### config.mk
export PLATFORM = sky130hd
export DESIGN_NAME = border_collision_detect_flat
export DESIGN_NICKNAME = d
export VERILOG_FILES = /design/src/rtl/border_collision_detect_if.sv /design/src/rtl/border_collision_detect.sv /design/src/flat_wrapper.sv
export SDC_FILE = /design/constraint.sdc
export NUM_CORES = 1
export LEC_CHECK = 0
export ABC_AREA = 1
export CAP_MARGIN = 10
export CORE_MARGIN = 2
export CORE_UTILIZATION = 33
export DETAILED_ROUTE_END_ITERATION = 10
export GPL_ROUTABILITY_DRIVEN = 0
export GPL_TIMING_DRIVEN = 1
export PLACE_DENSITY = 0.77
export SLEW_MARGIN = 20
export SYNTH_ARGS = -nofsm -noshare
export SYNTH_HDL_FRONTEND = slang
export SYNTH_SLANG_ARGS = --single-unit
### constraint.sdc
create_clock -name clk -period 1.3 [get_ports clk]
set_input_delay 0.26 -clock clk [delete_from_list [all_inputs] [get_ports clk]]
set_output_delay 0.26 -clock clk [all_outputs]
set_load 0.005 [all_outputs]
### src/rtl/border_collision_detect_if.sv
// Pixel-stream bundle between the raster drawers and border_collision_detect.
// Handshake: no valid/ready. Every clk cycle carries exactly one pixel. startOfFrame marks the first pixel of a frame, and the consumer never stalls the stream. collision is a one-cycle pulse. collisionSide/hitX/hitY stay valid until the next pulse.
interface border_collision_detect_if;
  logic        startOfFrame;
  logic [10:0] pixelX;
  logic [10:0] pixelY;
  logic [1:0]  bordersDrawReq;
  logic        ballDrawReq;
  logic        collision;
  logic [1:0]  collisionSide;
  logic [10:0] hitX;
  logic [10:0] hitY;

  modport master (
    output startOfFrame, pixelX, pixelY, bordersDrawReq, ballDrawReq,
    input  collision, collisionSide, hitX, hitY
  );

  modport slave (
    input  startOfFrame, pixelX, pixelY, bordersDrawReq, ballDrawReq,
    output collision, collisionSide, hitX, hitY
  );
endinterface

### src/rtl/border_collision_detect.sv
// Reports ball/border collisions once per frame, then ignores HOLDOFF_FRAMES whole frames.
// Optional macro BORDER_COLLISION_COORD_EN builds first-hit coordinate capture; otherwise hitX/hitY are 0.
module border_collision_detect #(
  parameter int HOLDOFF_FRAMES = 2
) (
  input  logic                            clk,
  input  logic                            reset,
  border_collision_detect_if.slave        bcd,
  output logic [1:0]                      state_o
);

  typedef enum logic [1:0] {
    IDLE    = 2'd0,
    SCAN    = 2'd1,
    HOLDOFF = 2'd2
  } state_t;

  localparam logic [3:0] HOLD_INIT = 4'(HOLDOFF_FRAMES);

  state_t      state_q, state_d;
  logic [3:0]  hold_cnt_q, hold_cnt_d;
  logic [1:0]  side_acc_q, side_acc_d;
  logic        first_seen_q, first_seen_d;
  logic        collision_q, collision_d;
  logic [1:0]  side_q, side_d;
  logic        hit;

  assign hit = bcd.ballDrawReq && (bcd.bordersDrawReq != 2'b00);

`ifdef BORDER_COLLISION_COORD_EN
  logic [10:0] first_x_q, first_x_d;
  logic [10:0] first_y_q, first_y_d;
  logic [10:0] hit_x_q, hit_x_d;
  logic [10:0] hit_y_q, hit_y_d;
`else
  logic unused_coords;
  assign unused_coords = ^{bcd.pixelX, bcd.pixelY};
`endif

  always_ff @(posedge clk) begin
    if (reset) begin
      state_q      <= IDLE;
      hold_cnt_q   <= 4'd0;
      side_acc_q   <= 2'b00;
      first_seen_q <= 1'b0;
      collision_q  <= 1'b0;
      side_q       <= 2'b00;
`ifdef BORDER_COLLISION_COORD_EN
      first_x_q    <= 11'd0;
      first_y_q    <= 11'd0;
      hit_x_q      <= 11'd0;
      hit_y_q      <= 11'd0;
`endif
    end else begin
      state_q      <= state_d;
      hold_cnt_q   <= hold_cnt_d;
      side_acc_q   <= side_acc_d;
      first_seen_q <= first_seen_d;
      collision_q  <= collision_d;
      side_q       <= side_d;
`ifdef BORDER_COLLISION_COORD_EN
      first_x_q    <= first_x_d;
      first_y_q    <= first_y_d;
      hit_x_q      <= hit_x_d;
      hit_y_q      <= hit_y_d;
`endif
    end
  end

  always_comb begin
    state_d      = state_q;
    hold_cnt_d   = hold_cnt_q;
    side_acc_d   = side_acc_q;
    first_seen_d = first_seen_q;
    collision_d  = 1'b0;
    side_d       = side_q;
`ifdef BORDER_COLLISION_COORD_EN
    first_x_d    = first_x_q;
    first_y_d    = first_y_q;
    hit_x_d      = hit_x_q;
    hit_y_d      = hit_y_q;
`endif

    unique case (state_q)
      IDLE: begin
        if (bcd.startOfFrame) begin
          state_d      = SCAN;
          side_acc_d   = 2'b00;
          first_seen_d = 1'b0;
        end
      end
      SCAN: begin
        // Decision uses the closing frame's accumulator, before any coincident hit.
        if (bcd.startOfFrame && (side_acc_q != 2'b00)) begin
          collision_d  = 1'b1;
          side_d       = side_acc_q;
`ifdef BORDER_COLLISION_COORD_EN
          hit_x_d      = first_x_q;
          hit_y_d      = first_y_q;
`endif
          side_acc_d   = 2'b00;
          first_seen_d = 1'b0;
          if (HOLDOFF_FRAMES != 0) begin
            state_d    = HOLDOFF;
            hold_cnt_d = HOLD_INIT;
          end
        end
      end
      HOLDOFF: begin
        if (bcd.startOfFrame) begin
          if (hold_cnt_q <= 4'd1) begin
            state_d    = SCAN;
            hold_cnt_d = 4'd0;
          end else begin
            hold_cnt_d = hold_cnt_q - 4'd1;
          end
        end
      end
      default: state_d = IDLE;
    endcase

    // A hit counts only toward a frame that is being scanned; a coincident one opens the new frame.
    if (hit && (state_d == SCAN)) begin
      side_acc_d = side_acc_d | bcd.bordersDrawReq;
`ifdef BORDER_COLLISION_COORD_EN
      if (!first_seen_d) begin
        first_x_d = bcd.pixelX;
        first_y_d = bcd.pixelY;
      end
`endif
      first_seen_d = 1'b1;
    end
  end

  assign bcd.collision     = collision_q;
  assign bcd.collisionSide = side_q;
`ifdef BORDER_COLLISION_COORD_EN
  assign bcd.hitX          = hit_x_q;
  assign bcd.hitY          = hit_y_q;
`else
  assign bcd.hitX          = 11'd0;
  assign bcd.hitY          = 11'd0;
`endif
  assign state_o           = state_q;

endmodule

### src/flat_wrapper.sv
// flat-port wrapper written by rule: the top's interface ports become plain ports
module border_collision_detect_flat 
#(
  parameter int HOLDOFF_FRAMES = 2
)
  (clk, reset, state_o, bcd_startOfFrame, bcd_pixelX, bcd_pixelY, bcd_bordersDrawReq, bcd_ballDrawReq, bcd_collision, bcd_collisionSide, bcd_hitX, bcd_hitY);
  border_collision_detect_if bcd_i ();
  input  logic clk;
  input  logic reset;
  output logic [1:0] state_o;
  input wire logic [$bits(bcd_i.startOfFrame)-1:0] bcd_startOfFrame;
  input wire logic [$bits(bcd_i.pixelX)-1:0] bcd_pixelX;
  input wire logic [$bits(bcd_i.pixelY)-1:0] bcd_pixelY;
  input wire logic [$bits(bcd_i.bordersDrawReq)-1:0] bcd_bordersDrawReq;
  input wire logic [$bits(bcd_i.ballDrawReq)-1:0] bcd_ballDrawReq;
  output wire logic [$bits(bcd_i.collision)-1:0] bcd_collision;
  output wire logic [$bits(bcd_i.collisionSide)-1:0] bcd_collisionSide;
  output wire logic [$bits(bcd_i.hitX)-1:0] bcd_hitX;
  output wire logic [$bits(bcd_i.hitY)-1:0] bcd_hitY;
  assign bcd_i.startOfFrame = bcd_startOfFrame;
  assign bcd_i.pixelX = bcd_pixelX;
  assign bcd_i.pixelY = bcd_pixelY;
  assign bcd_i.bordersDrawReq = bcd_bordersDrawReq;
  assign bcd_i.ballDrawReq = bcd_ballDrawReq;
  assign bcd_collision = bcd_i.collision;
  assign bcd_collisionSide = bcd_i.collisionSide;
  assign bcd_hitX = bcd_i.hitX;
  assign bcd_hitY = bcd_i.hitY;
  border_collision_detect #(.HOLDOFF_FRAMES(HOLDOFF_FRAMES)) u_core (.clk(clk), .reset(reset), .bcd(bcd_i), .state_o(state_o));
endmodule
==> results of run 1 <==
[flip-flops by register name (all words and copies together) (netlist names)]
| register | flops |
|---|---|
| u_core.state_o | 2 |
| u_core.hold_cnt_q | 4 |
| u_core.bcd.collision | 1 |
| u_core.side_acc_q | 2 |
| u_core.bcd.collisionSide | 2 |
[Yosys cell counts]
cell	count
sky130_fd_sc_hd__o21a_1	2
sky130_fd_sc_hd__a21oi_1	4
sky130_fd_sc_hd__nor2_2	2
sky130_fd_sc_hd__dfxtp_1	11
sky130_fd_sc_hd__a21oi_2	3
sky130_fd_sc_hd__nor2_1	13
sky130_fd_sc_hd__nand3_1	3
sky130_fd_sc_hd__nand2_1	11
sky130_fd_sc_hd__buf_4	22
sky130_fd_sc_hd__conb_1	1
sky130_fd_sc_hd__inv_1	11
sky130_fd_sc_hd__nand4_1	2
sky130_fd_sc_hd__nand2_2	1
sky130_fd_sc_hd__o21ai_1	3
sky130_fd_sc_hd__ha_1	2
sky130_fd_sc_hd__nand2_4	1
sky130_fd_sc_hd__inv_2	1
sky130_fd_sc_hd__o21ai_0	6
sky130_fd_sc_hd__xor2_1	1
[worst max path at each step]
stage,from,endpoint,slack [ns]
after floorplan,u_core.hold_cnt_q[0],u_core.hold_cnt_q[3],0.12
after global placement,bcd_startOfFrame,u_core.hold_cnt_q[3],-0.15
after detailed placement,bcd_startOfFrame,u_core.hold_cnt_q[1],-0.19
after CTS,u_core.hold_cnt_q[0],u_core.hold_cnt_q[3],0.0004
after global routing,u_core.hold_cnt_q[1],u_core.hold_cnt_q[2],-0.006
final,bcd_startOfFrame,u_core.hold_cnt_q[1],0.11
[final cells by class]
type | instances | area [um2] | area share [%]
Clock buffer | 4 | 26.3 | 3.08
Tap cell | 27 | 33.8 | 3.96
Multi-Input combinational cell | 76 | 388 | 45.5
Timing Repair Buffer | 15 | 131 | 15.4
Sequential cell | 11 | 228 | 26.7
Inverter | 12 | 45.0 | 5.29
[power by group]
group          internal, uW  total, uW  switching, uW
Clock                   119        234            115
Combinational          48.2        113           64.9
Sequential              348        357           9.11
[metrics by stage]
| stage | worst slack [ns] | util, % | setup TNS [ns] |
|---|---|---|---|
| floorplan | 0.124 | - | 0 |
| global placement | -0.152 | 39.5 | -0.855 |
| detailed placement | -0.190 | 39.5 | -1.18 |
| CTS | 0.000365 | 40.9 | 0 |
| global route | -0.00592 | 42.1 | -0.00592 |
| finish | 0.105 | 42.1 | 0 |
[metal layers]
layer | routed length [um] | track usage, % | up-vias
li1 | - | - | 309
met1 | 534 | 13.2 | 257
met2 | 604 | 21.9 | 27
met3 | 85 | 3.87 | 3
met4 | 16 | 5.86 | 0
met5 | 0 | 0 | -
[cells in the final DEF (no fill, tap or decap)]
cell type and instances:
sky130_fd_sc_hd__a21oi_1 4, sky130_fd_sc_hd__nand2_2 1, sky130_fd_sc_hd__buf_4 5, sky130_fd_sc_hd__clkbuf_4 3, sky130_fd_sc_hd__conb_1 22, sky130_fd_sc_hd__o21a_1 2
sky130_fd_sc_hd__dfxtp_4 1, sky130_fd_sc_hd__nor2_2 2, sky130_fd_sc_hd__inv_2 2, sky130_fd_sc_hd__xor2_1 1, sky130_fd_sc_hd__clkbuf_1 1, sky130_fd_sc_hd__dlygate4sd2_1 5
sky130_fd_sc_hd__ha_2 1, sky130_fd_sc_hd__inv_1 10, sky130_fd_sc_hd__nand3_1 3, sky130_fd_sc_hd__o21ai_0 5, sky130_fd_sc_hd__a21oi_2 3, sky130_fd_sc_hd__nand4_1 2
sky130_fd_sc_hd__ha_1 1, sky130_fd_sc_hd__dfxtp_2 3, sky130_fd_sc_hd__dfxtp_1 7, sky130_fd_sc_hd__nand2_1 9, sky130_fd_sc_hd__nand2_4 3, sky130_fd_sc_hd__clkdlybuf4s50_1 5
sky130_fd_sc_hd__nor2_1 13, sky130_fd_sc_hd__o21ai_1 4
[kinds of logic after synthesis]
group	synth area share, %
other	0.519
adders and majority gates	3.47
and+or+nand+nor	20.5
xor gates and xnor gates	1.21
AOI/OAI and AO/OA	14.7
DFF	30.5
buffers and inverters	29.1
[timing repair]
item | 4_1_cts | 5_1_grt
resized for setup | 9 | 8
setup buffers | 0 | 1
hold buffers | 0 | 0
pin swaps | 0 | 2
setup endpoints to repair | 7 | 6
endpoints found under the hold margin | 0 | 0
[worst max-delay path: cells and delay by family]
family	cells	cell delay, ns
and+or+nand+nor	4	0.44
buffers and inverters	1	0.48
AOI/OAI and AO/OA	2	0.21
==> flow_summary.json, run 1 <==
{
  "reg2reg_from": "u_core.hold_cnt_q[1]",
  "fin_crit_sh_pct": 91.9,
  "crit_chain": "clkdlybuf4s50_1 > nand2_1 > nor2_2 > nand2_4 > nand2_4 > o21ai_1 > a21oi_2",
  "floorplan.die.width_um": 50.8,
  "detailed_place.area_um2": 800,
  "gr-total-overflow": 0,
  "design.core.area_mm2": 0.00202,
  "placement_rows": 16,
  "post_layout_instance_area_um2": 852,
  "cpPeakStageDelay_ns": 0.48,
  "io_buffer_count": 10,
  "die_height_um": 50.8,
  "max_cap_violations": 0,
  "fin_worst_skew_ns": 0.00895,
  "run_status": "finished, final reports clean",
  "initial_core_util_pct": 35.7,
  "fillCellCount": 202,
  "max-vdd-ir-drop_v": 0.000564,
  "synth.top_cell.area_share_pct": 30.5,
  "synth.ff_latch_count": 11,
  "yosys.area.top_type": "sky130_fd_sc_hd__dfxtp_1",
  "hold_path_depth": 2,
  "seq_area_frac_synth_pct": 30.5,
  "holdPathEnd": "u_core.bcd.collisionSide[0]",
  "clkTransAtPathRegs_ns": 0.08,
  "leakage_power_uw": 0.000397,
  "post_synth_instance_area_um2": 722,
  "synthCells": 100,
  "drtPass1Iterations": 4,
  "worstHoldStart": "u_core.bcd.collisionSide[0]",
  "place_hpwl_um": 950,
  "clk_path_buf_depth": 2,
  "global_route.usage.total_pct": 12.4,
  "fin_nets": 149,
  "tritoncts": "yes",
  "ys_top_cells_by_area": "sky130_fd_sc_hd__dfxtp_1 31%, sky130_fd_sc_hd__buf_4 23%, sky130_fd_sc_hd__nor2_1 6.8%, sky130_fd_sc_hd__inv_1 5.7%, sky130_fd_sc_hd__nand2_1 5.7%",
  "fin_cells": 145,
  "path_class": "in2reg",
  "report.final.slew_viol_count": 0,
  "cts_buffer_count": 3,
  "hold_class": "reg2reg",
  "worstPathRequired_ns": 1.50,
  "synthesis.area_per_instance_um2": 7.22,
  "totalWireLength_um": 1240,
  "routedWlPerCell_um": 8.56,
  "cts_h_tree_lvls": 1,
  "cpMaxStageDelayCell": "sky130_fd_sc_hd__clkdlybuf4s50_1",
  "setup.worst_path.end_class": "flip-flop",
  "hold_fails_final_rpt": 0,
  "most_frequent_cell_on_the_critical_path": "sky130_fd_sc_hd__nand2_4",
  "post-route-drc-count": 0,
  "ff2ff_path_depth": 8,
  "synth_cell_type_count": 19,
  "global_route_wire_length_before_repair_um": 2440,
  "dpl.cell_count": 140,
  "clock-root-buffer": "sky130_fd_sc_hd__clkbuf_4",
  "final-setup-viol-count": 0,
  "ys.warnings.count": 0,
  "clkLatencyLatePin_ns": 0.27,
  "timing.final.crit_period_ns": 1.19,
  "worst-path-max-fanout": 7,
  "die-area_mm2": 0.00258,
  "antenna_left": 0,
  "drt_iter0_markers": 4,
  "antenna-diode-count": 0,
  "ios": 55,
  "max_clock_freq_mhz": 837,
  "power.density_mw_per_mm2": 826,
  "vias": 596,
  "power_uw": 704,
  "critPathLaunchType": "primary input",
  "timing.reg2reg.setup_slack_ns": 0.11,
  "route.detailed.vias_per_inst": 4.11,
  "regToRegEndpoint": "u_core.side_acc_q[1]",
  "number_of_antenna_violations_at_the_first_check_in_global_routing": 0,
  "first_global_vias": 622,
  "worst_endpoint_data_arrival_time_ns": 1.40,
  "area.growth.synth_to_final_pct": 18.0,
  "whs_ns": 0.478,
  "clock_sinks": 11,
  "layout-drive-gt1-share_pct": 20.3,
  "grt_max_degree": 8
}
Note: power is estimated with default switching activity, not from simulation.
==> run 2: changes to the inputs <==
==> constraint.sdc (replaced) <==
create_clock -name clk -period 1.3 [get_ports clk]
set_input_delay 0.195 -clock clk [delete_from_list [all_inputs] [get_ports clk]]
set_output_delay 0.195 -clock clk [all_outputs]
set_load 0.005 [all_outputs]
==> flow_summary.json, run 2 (synthesized netlist as in run 1, its figures left out) <==
{
  "area.growth.synth_to_final_pct": 19.1,
  "gr-total-overflow": 0,
  "setup.worst_path.end_class": "flip-flop",
  "report.final.slew_viol_count": 0,
  "max_clock_freq_mhz": 841,
  "cts_h_tree_lvls": 1,
  "worst-path-max-fanout": 3,
  "floorplan.die.width_um": 50.8,
  "antenna_left": 0,
  "ff2ff_path_depth": 8,
  "netSwitchingFraction_pct": 26.8,
  "hold_class": "reg2reg",
  "clkLatencyLatePin_ns": 0.27,
  "run_status": "finished, final reports clean",
  "placement_rows": 16,
  "power.density_mw_per_mm2": 819,
  "routedWlPerCell_um": 8.58,
  "power_uw": 704,
  "max_ffs_per_register": 4,
  "share_seq_of_total_power_pct": 50.7,
  "power.internal_uw": 515,
  "reg2reg_from": "u_core.hold_cnt_q[1]",
  "fin_crit_sh_pct": 91.4,
  "mostFrequentLayoutCell": "sky130_fd_sc_hd__conb_1",
  "totalWireLength_um": 1240,
  "path_class": "reg2reg",
  "clk_path_buf_depth": 2,
  "holdPathEnd": "u_core.bcd.collisionSide[1]",
  "layout-drive-gt1-share_pct": 21.2,
  "final-setup-viol-count": 0,
  "timing.reg2reg.setup_slack_ns": 0.11,
  "global_route.usage.total_pct": 12.4,
  "regToRegEndpoint": "u_core.side_acc_q[1]",
  "drt_iter0_markers": 4,
  "grt_max_degree": 8,
  "hold_fails_final_rpt": 0,
  "clock_sinks": 11,
  "fin_worst_skew_ns": 0.00895,
  "fin_util_pct": 42.5,
  "cts_buffer_count": 3,
  "post_cts_hold_buffer_count": 0,
  "die-area_mm2": 0.00258,
  "vias": 596,
  "power.combinational.fraction_pct": 16.1,
  "fin_nets": 149,
  "layout_common_cells": "22 x sky130_fd_sc_hd__conb_1, 13 x sky130_fd_sc_hd__nor2_1, 10 x sky130_fd_sc_hd__inv_1, 9 x sky130_fd_sc_hd__nand2_1, 6 x sky130_fd_sc_hd__dfxtp_1",
  "hold_path_depth": 2,
  "clock-root-buffer": "sky130_fd_sc_hd__clkbuf_4",
  "leakage_power_uw": 0.000437,
  "worst_endpoint_data_arrival_time_ns": 1.38,
  "antenna-diode-count": 0,
  "number_of_antenna_violations_at_the_first_check_in_global_routing": 0,
  "io_buffer_count": 10,
  "die_height_um": 50.8,
  "first_global_vias": 622,
  "share_clk_of_total_power_pct": 33.2,
  "post-route-drc-count": 0,
  "initial_core_util_pct": 35.7,
  "place_hpwl_um": 950,
  "power_switching_uw": 188,
  "global_route_wire_length_before_repair_um": 2440,
  "max_cap_violations": 0,
  "worstPathRequired_ns": 1.50,
  "critPathLaunchType": "flip-flop",
  "max-vdd-ir-drop_v": 0.000565,
  "tritoncts": "yes",
  "timing.final.crit_period_ns": 1.19,
  "worstHoldStart": "u_core.bcd.collisionSide[1]",
  "design.core.area_mm2": 0.00202,
  "clkTransAtPathRegs_ns": 0.08,
  "route.detailed.vias_per_inst": 4.11,
  "drtPass1Iterations": 4,
  "ios": 55,
  "most_flop_heavy_register": "u_core.hold_cnt_q"
}
## run 2: final cells by class
cell class / instances / area [um2]
clock buffer: 4 / 26.3
fill: 206 / 1160
inverter: 12 / 45.0
multi-input combinational: 76 / 383
sequential: 11 / 229
tap: 27 / 33.8
timing repair buffer: 15 / 143
## run 2: power by group through the flow
stage	sequential, uW	clock [uW]	combinational, uW
floorplan	363	0	110
global placement	364	0	105
detailed placement	364	0	107
CTS	356	234	107
global route	359	266	133
finish	357	234	113
## run 2: how the worst max path moves through the flow
stage,to,cells after the start,startpoint,slack [ns]
detailed placement,u_core.hold_cnt_q[1],7,bcd_startOfFrame,-0.13
global route,u_core.hold_cnt_q[2],9,u_core.hold_cnt_q[1],-0.006
global placement,u_core.hold_cnt_q[3],7,bcd_startOfFrame,-0.09
finish,u_core.side_acc_q[1],8,u_core.hold_cnt_q[1],0.11
floorplan,u_core.hold_cnt_q[3],8,u_core.hold_cnt_q[0],0.12
CTS,u_core.hold_cnt_q[3],8,u_core.hold_cnt_q[0],0.0004
## run 2: critical path, cell delays in order (launching register included)
cell,delay (ns)
sky130_fd_sc_hd__dfxtp_2,0.33
sky130_fd_sc_hd__inv_1,0.08
sky130_fd_sc_hd__ha_2,0.20
sky130_fd_sc_hd__inv_2,0.04
sky130_fd_sc_hd__nand2_2,0.08
sky130_fd_sc_hd__nand3_1,0.07
sky130_fd_sc_hd__nand2_1,0.11
sky130_fd_sc_hd__nand4_1,0.08
sky130_fd_sc_hd__a21oi_1,0.13
## run 2: timing repair
| action | 4_1_cts | 5_1_grt |
|---|---|---|
| gates resized for setup | 6 | 11 |
| pin swaps | 0 | 2 |
| setup endpoints to repair | 4 | 9 |
| setup buffers | 0 | 1 |
## run 2: through the flow
step	cell area, um2	std cells	setup TNS [ns]	hold slack (ns)	setup slack (ns)
after CTS	831	144	0	0.493	0.000365
after floorplan	801	121	0	0.257	0.124
after global placement	800	140	-0.292	0.463	-0.0874
final	860	145	0	0.478	0.112
after detailed placement	800	140	-0.580	0.477	-0.125
after global routing	860	145	-0.00592	0.527	-0.00592
## run 2: per-layer routing
layer  track usage (%)  vias up  share of wire (%)
met4              5.86        0                1.3
met5                 0        -                  0
met2              21.9       27                 49
met1              13.2      257                 43
li1                  -      309                  -
met3              3.87        3                7.0
